### config.mk
export PLATFORM = sky130hd
export DESIGN_NAME = score_keeper
export DESIGN_NICKNAME = d
export VERILOG_FILES = /design/src/rtl/score_keeper.sv
export SDC_FILE = /design/constraint.sdc
export NUM_CORES = 1
export LEC_CHECK = 0
export CORE_UTILIZATION = 55
export CTS_CLUSTER_SIZE = 30
export DETAILED_ROUTE_END_ITERATION = 8
export GPL_ROUTABILITY_DRIVEN = 0
export GPL_TIMING_DRIVEN = 0
export PLACE_DENSITY = 0.8
export SLEW_MARGIN = 10
export SYNTH_ARGS = -nofsm -noshare
export SYNTH_HDL_FRONTEND = slang
export SYNTH_SLANG_ARGS = --single-unit
### constraint.sdc
create_clock -name clk -period 7.2 [get_ports clk]
set_input_delay 1.44 -clock clk [delete_from_list [all_inputs] [get_ports clk]]
set_output_delay 1.44 -clock clk [all_outputs]
set_load 0.05 [all_outputs]
### src/rtl/score_keeper.sv
// Pong game-state sequencer and frame-synchronous score publisher.
// Optional attract-mode auto-restart from game-over: define SCORE_KEEPER_AUTORESTART_EN.
module score_keeper #(
  parameter logic [2:0] MAX_SCORE      = 3'd7,
  parameter logic [7:0] SERVE_FRAMES   = 8'd60,
  parameter logic [7:0] RESTART_FRAMES = 8'd180
) (
  input  logic       clk,
  input  logic       rst,
  input  logic       frame_tick,
  input  logic       new_game,
  input  logic       goal_valid,
  input  logic       goal_player,
  output logic       goal_ready,
  output logic [2:0] score_l,
  output logic [2:0] score_r,
  output logic       serve,
  output logic       serve_dir,
  output logic       running,
  output logic       game_over,
  output logic       winner
);

  typedef enum logic [1:0] {IDLE, HOLD, PLAY, OVER} state_t;

  state_t     state;
  logic [7:0] fc;
  logic [2:0] wl, wr;
  logic       accept, restart;
  logic [2:0] cur, inc;

  always_comb begin
    accept  = goal_valid && goal_ready;
    cur     = goal_player ? wr : wl;
    inc     = (cur >= MAX_SCORE) ? MAX_SCORE : cur + 3'd1;
`ifdef SCORE_KEEPER_AUTORESTART_EN
    restart = new_game || (state == OVER && frame_tick && fc == 8'd1);
`else
    restart = new_game;
`endif
  end

  always_ff @(posedge clk) begin
    if (rst) begin
      state      <= IDLE;
      fc         <= 8'd0;
      wl         <= 3'd0;
      wr         <= 3'd0;
      score_l    <= 3'd0;
      score_r    <= 3'd0;
      goal_ready <= 1'b0;
      serve      <= 1'b0;
      serve_dir  <= 1'b0;
      running    <= 1'b0;
      game_over  <= 1'b0;
      winner     <= 1'b0;
    end else begin
      serve <= 1'b0;
      // Published copies sample the pre-update working scores, so a goal on a tick shows next tick.
      if (frame_tick) begin
        score_l <= wl;
        score_r <= wr;
      end
      if (restart) begin
        wl         <= 3'd0;
        wr         <= 3'd0;
        serve_dir  <= 1'b0;
        fc         <= SERVE_FRAMES;
        state      <= HOLD;
        goal_ready <= 1'b0;
        running    <= 1'b0;
        game_over  <= 1'b0;
        winner     <= 1'b0;
      end else begin
        case (state)
          HOLD: if (frame_tick) begin
            if (fc == 8'd1) begin
              serve      <= 1'b1;
              state      <= PLAY;
              goal_ready <= 1'b1;
              running    <= 1'b1;
            end else begin
              fc <= fc - 8'd1;
            end
          end
          PLAY: if (accept) begin
            if (goal_player) wr <= inc;
            else             wl <= inc;
            serve_dir  <= goal_player;
            goal_ready <= 1'b0;
            running    <= 1'b0;
            if (inc == MAX_SCORE) begin
              state     <= OVER;
              game_over <= 1'b1;
              winner    <= ~goal_player;
              // Only counted down in the auto-restart build; harmless otherwise.
              fc        <= RESTART_FRAMES;
            end else begin
              state <= HOLD;
              fc    <= SERVE_FRAMES;
            end
          end
`ifdef SCORE_KEEPER_AUTORESTART_EN
          OVER: if (frame_tick) fc <= fc - 8'd1;
`else
          OVER: begin end
`endif
          default: begin end
        endcase
      end
    end
  end

endmodule

; ---- After elaboration in Yosys (flattened, before gate mapping)
; Cells that the tools add are included.
[classes]
add_sub_neg = 2
mul = 0
div = 0
order_cmp = 1
eq_ne = 12
shift = 0
muxes = 19
bitwise_logic = 3
reduce_logical = 13
[op_table]
columns = operator, count
row1 = 8-bit two-way mux, 4
row2 = 8-bit case mux with 2 select lines, 1
row3 = 4-bit AND reduction, 4
row4 = "3-bit != test, second input constant", 4
row5 = 3-bit AND reduction, 3
row6 = "8-bit by 1-bit equality test with 1-bit output, second input constant", 1
row7 = 2-bit two-way mux, 4
row8 = "2-bit != test, second input constant", 4
row9 = "8-bit by 1-bit subtractor with 8-bit output, second input constant", 1
row10 = 3-bit two-way mux, 2
row11 = 6-bit two-way mux, 1
row12 = 1-bit two-way mux, 5
row13 = 2-bit case mux with 2 select lines, 1
row14 = 4-bit OR reduction, 1
row15 = "3-bit by 1-bit adder with 3-bit output, second input constant", 1
row16 = "3-bit equality test, second input constant", 1
row17 = "3-bit >= comparator, second input constant", 1
row18 = 1-bit NOT, 3
row19 = 3-bit nonzero test, 1
row20 = "2-bit by 1-bit equality test with 1-bit output, second input constant", 1
row21 = "2-bit equality test, second input constant", 1
row22 = 1-bit case mux with 2 select lines, 1
row23 = 2-bit AND reduction, 1
row24 = 2-bit nonzero test, 1
row25 = other kinds (2), 2
[totals]
ff_bits = 27
latch_bits = 0
ramBits = 0
mem_bits_ro = 0
in_bits = 6
output_inout_bits = 12
elab_cells = 63
n_memories = 0

; ---- Longest topological paths before layout
; Gate-level depths: netlist of run 1.
[depth]
word_depth = 8
ltp_mapped = 9

; ---- Worst setup path before layout of run 1
; No wires, ideal clock.
[synth_timing]
path_type = in2reg
startpoint = input goal_player
endpoint = register fc[3]
arrival_time_ns = 3.172
setup_slack_ns = 3.937
stages = 7
path_buffers = 1
path_cell_list = clkbuf_1 mux2_2 ha_1 ha_1 nand3b_1 or3_1 a311oi_1
[synth_via]
elab_chain_len = 8
[synth_lines]
columns = item, line
row1 = "start, declared", 13  ; input logic goal_player,
row2 = 3-bit two-way mux *, 34  ; cur = goal_player ? wr : wl;
row3 = 3-bit by 1-bit adder with 3-bit output or 3-bit >= comparator (tied branches), 35  ; inc = (cur >= MAX_SCORE) ? MAX_SCORE : cur + 3'd1;
row4 = 3-bit two-way mux *, 35
row5 = 3-bit equality test *, 92  ; if (inc == MAX_SCORE) begin
row6 = 8-bit two-way mux *, 92
row7 = 8-bit two-way mux *, 86  ; PLAY: if (accept) begin
row8 = 8-bit case mux with 2 select lines *, 75  ; case (state)
row9 = 6-bit two-way mux *, 64  ; if (restart) begin
row10 = "end signal, assigned", 83  ; fc <= fc - 8'd1;
row11 = "end, declared", 27  ; logic [7:0] fc;
; Every way passes the cells marked *; elsewhere a longest branch is shown, timed or not. The select of a mux whose other input is x is not followed.
; A chain may end at the register's enable or synchronous reset.

; ---- Final worst setup path of run 1
[layout_timing]
startpoint = input goal_valid
endpoint = register fc[6]
[layout_via]
elab_chain_len = 3
[layout_lines]
columns = item, line
row1 = "start, declared", 12  ; input logic goal_valid,
row2 = 1-bit logical AND, 33  ; accept = goal_valid && goal_ready;
row3 = 2-bit != test (no line), n/a
row4 = 4-bit AND reduction (no line), n/a
; Every way passes these cells.

==> results of run 1 <==
cells in the mapped netlist, types with 2 or more instances:
cell      count
dfxtp_1      27
nor2_1       18
a21oi_1       8
mux2i_1       8
nor3_1        7
clkbuf_1      6
inv_1         5
a211oi_1      4
ha_1          4
nand4_1       4
o21ai_0       4
or3_1         4
a31oi_1       3
and3_1        3
nand2_1       3
o31ai_1       3
mux2_2        2
nand3_1       2
nand3b_1      2
nand4b_1      2
nor2b_1       2
nor4_1        2
path summary, 6_finish.rpt:
check,start,endpoint,slack [ps],cells past startpoint
max,goal_valid,fc[6],4040,5
min,game_over,game_over,450,2
max reg2reg,fc[0],fc[5],5100,5
min reg2reg,game_over,game_over,450,2
layout make-up:
class	instances	area, sq um	area share, %
multi-input cells	106	719	47.4
flip-flops and latches	27	541	35.6
repair buffers	14	140	9.24
plain buffers	8	35.0	2.31
well taps	28	35.0	2.31
clock buffers	3	22.5	1.49
inverters	5	18.8	1.24
clock inverters	1	5.00	0.330
through the flow:
step / cell area, sq um / worst slack [ps] / hold slack [ps] / utilization, %
floorplan: 1310 / 3940 / 471 / -
global placement: 1490 / 3760 / 435 / 66.7
detailed placement: 1490 / 3720 / 436 / 66.7
CTS: 1520 / 4060 / 455 / 67.9
global route: 1520 / 3950 / 464 / 67.9
finish: 1520 / 4040 / 453 / 67.9
layout by cell type (no fill, tap or decap), types with 4 or more instances in the layout:
| cell | synthesis | final |
|---|---|---|
| dfxtp_1 | 27 | 27 |
| a211oi_1 | 4 | 4 |
| clkbuf_1 | 6 | 6 |
| nor2_1 | 18 | 18 |
| nor3_1 | 7 | 7 |
| a21oi_1 | 8 | 8 |
| mux2i_1 | 8 | 8 |
| nand4_1 | 4 | 4 |
| clkdlybuf4s50_1 | 0 | 14 |
| inv_1 | 5 | 5 |
| ha_1 | 4 | 4 |
| or3_1 | 4 | 4 |
| o21ai_0 | 4 | 4 |
where the power goes:
group	total, uW	switching [uW]	leakage (uW)	internal, uW
combinational	24.1	13.9	0.000331	10.1
clock	63.0	42.2	0.0000177	20.8
sequential	156	3.80	0.000219	152
tightest hold or removal path, stage by stage, from the launching register on:
cell	delay (ps)
dfxtp_1	330
inv_1	40
a21oi_1	50
cell families (layout without fill, tap and decap cells):
family | count (synthesis) | count (layout)
AO/OA/AOI/OAI | 30 | 30
XOR/XNOR | 2 | 2
adder cells (fa/ha/maj) | 4 | 4
buffers and inverters | 13 | 31
flip-flops | 27 | 27
multiplexers | 10 | 10
AND/OR/NAND/NOR | 60 | 60
routing by layer:
metal / vias to the layer above / track usage (%) / part of all wire [%]
met4: 0 / 13.9 / 2.2
met1: 558 / 30.5 / 44
met5: - / 0 / 0
met3: 10 / 3.57 / 2.9
met2: 36 / 43.8 / 51
li1: 584 / - / -
state kept, by name, indices dropped and copies added, names as in the netlist:
name,count
fc,8
game_over,1
running,1
score_l,3
score_r,3
serve,1
serve_dir,1
state,2
winner,1
wl,3
wr,3
==> reports/results.txt, run 1 <==
post-synth top area cell - dfxtp_1
fill cell count - 200
Syn Nets - 156
Static Leakage - 0.000568 uW
slowest library cell on the worst path - clkdlybuf4s50_1
clk buf depth - 2
number of vias per cell - 6.19
post-synthesis mux area share - 7.81%
Synth cell types - 45
largest net degree at the start of global routing - 16
ys flop type - dfxtp_1
Hold Path Class - flip-flop to flip-flop
grt total ovfl - 0
Adder-Cell Fraction of Synth Area - 3.81%
critical path arrival - 3390 ps
final non-filler cell total - 192
CP Launch Type - primary input
largest family of logic cells by synthesized area - simple AND/OR/NAND/NOR gates
Yosys top cell area share - 41.1%
Max Cap Viol - 0
post-synthesis compound-gate area fraction - 15.7%
final total power - 243 uW
DRC viols - 0
Mapped Avg Cell Area - 9.00 sq um
Starting DRT DRC Count - 18
antenna cells - 0
first-pass GRT wire length - 4840 um
Hold Vio Cnt, Final - 0
Post-CTS Resized - 0
placed insts - 188
I/O pin count - 18
Synth Register Bits - 27
Setup crit end kind - flip-flop
RSZ-0062 raised after global routing - no
YS warnings - 0
min Tclk post-route - 3160 ps
Seq/Total Area, Yosys - 41.1%
Die Ht - 50.9 um
initial antenna violation count - 0
clock skew - 9.44 ps
standard-cell rows - 17
WP buf/inv - 1
clock buffer count from CTS - 3
crit path cell chain - clkdlybuf4s50_1 -> nand4b_1 -> a32o_1 -> or4_4 -> a2111oi_2
CTS Hold Bufs - 0
CP peak stage delay - 510 ps
die width - 50.9 um
XOR/XNOR Fraction of Synth Area - 1.33%
asr flop ratio synth - 0%
# setup viols final - 0
Peak supply drop - 0.000155 V
die area - 0.00259 sq mm
cell family with most CP delay - simple AND/OR/NAND/NOR gates
Slew HR - 62.4%
Post-CTS Setup Bufs - 0
Post-synth EDFFs - 0
via count - 1,188
vias in the first global route - 1,121
Final #Nets - 175
DR WL/cell - 14.9 um
final setup TNS - 0 ps
critical path type - primary input to flip-flop
global-route usage over all layers - 25.5%
cells after synthesis - 146
Core ar. - 0.00223 sq mm
# port buffers - 14
pin slew with the least headroom to its limit - 559 ps
Total Wirelength - 2870 um
PwrDens - 160 mW/mm^2
root buffer selected by CTS - clkbuf_4
Pre-antenna DRT Iters - 4
CTS tree - built
H-tree levels - 1
Simple-Gate Fraction of Synth Area - 26.1%
clk_lat worst skew - 320 ps
synthesized area - 0.00131 sq mm
status - finished clean
dpl hpwl - 2140 um
Max Fclk - 0.316 GHz
period utilisation layout - 43.9%
layout cells sized above 1 - 8.54%
register clock-pin slew on the reported worst setup and hold paths - 140 ps
critical path required time - 7430 ps
top cells by area, synth - dfxtp_1, mux2i_1, nor2_1
crit-path max FO - 8
area grow syn2layout - 15.4%
antenna-violating nets left - 0
clk sink count - 27
Initial Util - 58.8%
Final Slew Violations - 0
Power figures use the tool's default switching activity.
==> run 2: changes to the inputs <==
--- a/config.mk
+++ b/config.mk
@@ -5,12 +5,12 @@
 export SDC_FILE = /design/constraint.sdc
 export NUM_CORES = 1
 export LEC_CHECK = 0
-export CORE_UTILIZATION = 55
+export CORE_UTILIZATION = 53
 export CTS_CLUSTER_SIZE = 30
 export DETAILED_ROUTE_END_ITERATION = 8
 export GPL_ROUTABILITY_DRIVEN = 0
 export GPL_TIMING_DRIVEN = 0
-export PLACE_DENSITY = 0.8
+export PLACE_DENSITY = 0.78
 export SLEW_MARGIN = 10
 export SYNTH_ARGS = -nofsm -noshare
 export SYNTH_HDL_FRONTEND = slang
==> constraint.sdc (replaced) <==
create_clock -name clk -period 3.25 [get_ports clk]
set_input_delay 0.65 -clock clk [delete_from_list [all_inputs] [get_ports clk]]
set_output_delay 0.65 -clock clk [all_outputs]
set_load 0.05 [all_outputs]
==> run 2 against run 1 <==
Wire length fell by 1.4%. Critical path depth did not move. Worst setup slack lost 3200 ps. Register-to-register slack got worse by 3900 ps. Design area is the same. Sequential share of layout area stayed put. Global-route usage is 2.3 points lower. Clock-buffer cell count did not move. Sequential power rose by 120%. Critical path type unchanged. Highest routed layer unchanged. Clock skew decreased by 6.3 ps. Critical endpoint unchanged. First-iteration DRC count is 78% higher. Sequential cell count is the same.
==> reports/results.txt, run 2 (same netlist as run 1, synthesis figures left out) <==
final total power - 543 uW
Peak supply drop - 0.000413 V
# port buffers - 14
Final #Nets - 175
global-route usage over all layers - 23.2%
CTS tree - built
register clock-pin slew on the reported worst setup and hold paths - 150 ps
met3 GRT Util - 3.51%
crit-path max FO - 8
number of vias per cell - 6.12
layout cells sized above 1 - 8.54%
Setup crit end kind - flip-flop
Starting DRT DRC Count - 32
Initial Util - 57.7%
clk sink count - 27
DR WL/cell - 14.7 um
CTS Hold Bufs - 0
Biggest register - fc
final setup TNS - 0 ps
Seq. cell area - 541 sq um
placed insts - 188
first-pass GRT wire length - 4630 um
dpl hpwl - 2100 um
initial antenna violation count - 0
# setup viols final - 0
commonest non-fill, non-tap cell in the layout - dfxtp_1
status - finished clean
standard-cell rows - 17
Slew HR - 63.4%
final instance area - 0.00152 sq mm
period utilisation layout - 73.0%
H-tree levels - 1
die width - 51.8 um
Post-CTS Resized - 0
Cell Area, Placed - 0.00149 sq mm
Max Cap Viol - 0
clk_lat worst skew - 320 ps
largest net degree at the start of global routing - 16
area of the multi-input gates - 719 sq um
root buffer selected by CTS - clkbuf_4
Core ar. - 0.00228 sq mm
Die Ht - 51.8 um
clock skew - 3.09 ps
Final Slew Violations - 0
Hold Path Class - flip-flop to flip-flop
Max Fclk - 0.422 GHz
pin slew with the least headroom to its limit - 549 ps
antenna cells - 0
Total Wirelength - 2830 um
clock buffer count from CTS - 3
DRC viols - 0
Hold Vio Cnt, Final - 0
I/O pin count - 18
Post-CTS Setup Bufs - 0
most frequent cells in the layout - dfxtp_1, nor2_1, clkdlybuf4s50_1
clk buf depth - 2
area grow syn2layout - 15.4%
met1 usage - 28.1%
critical path required time - 3480 ps
fill cell count - 186
CP Launch Type - primary input
PwrDens - 358 mW/mm^2
critical path arrival - 2600 ps
RSZ-0062 raised after global routing - no
max reg flops - 8
vias in the first global route - 1,062
critical path type - primary input to flip-flop
min Tclk post-route - 2370 ps
met2 Use GR - 41.3%
Pre-antenna DRT Iters - 4
Static Leakage - 0.000568 uW
die area - 0.00268 sq mm
antenna-violating nets left - 0
Most Used Layer, Global Route - met2
via count - 1,175
final non-filler cell total - 192
grt total ovfl - 0
## run 2: cell counts in the layout (fill, tap and decap cells not counted)
No cell type changed its count.
## run 2: layout make-up
type / count / share of cell area, %
Multi-Input combinational cell: 106 / 47.4
Sequential cell: 27 / 35.6
Timing Repair Buffer: 14 / 9.24
Buffer: 8 / 2.31
Tap cell: 28 / 2.31
Clock buffer: 3 / 1.49
Inverter: 5 / 1.24
Clock inverter: 1 / 0.330
## run 2: worst paths after layout
check	start	to	slack (ps)	cells after the start
worst max-delay path	goal_valid	fc[6]	880	5
worst min-delay path	game_over	game_over	450	2
worst max register to register	fc[1]	fc[6]	1170	6
worst min register to register	game_over	game_over	450	2
## run 2: worst max-delay path, stage by stage
cell and delay [ps]:
clkdlybuf4s50_1 490, nand4b_1 280, a32o_1 390, or4_4 430, a2111oi_2 350
## run 2: where the power goes
part,leakage (uW),internal [uW],switching (uW)
logic,0.000331,22.4,29.6
clock network,0.0000177,46.0,99.0
registers,0.000219,337,8.25
## run 2: metal layers
layer,up-vias,wire (um),part of all wire (%)
met2,42,1410,50
li1,582,-,-
met3,2,147,5.2
met4,0,17,0.60
met5,-,0,0
met1,549,1250,44
## run 2: through the flow
step	utilization (%)	hold WS, ps	worst slack, ps
final	66.6	453	878
after global placement	65.4	436	597
after global routing	66.6	464	737
after floorplan	-	471	777
after CTS	66.6	456	884
after detailed placement	65.4	435	558
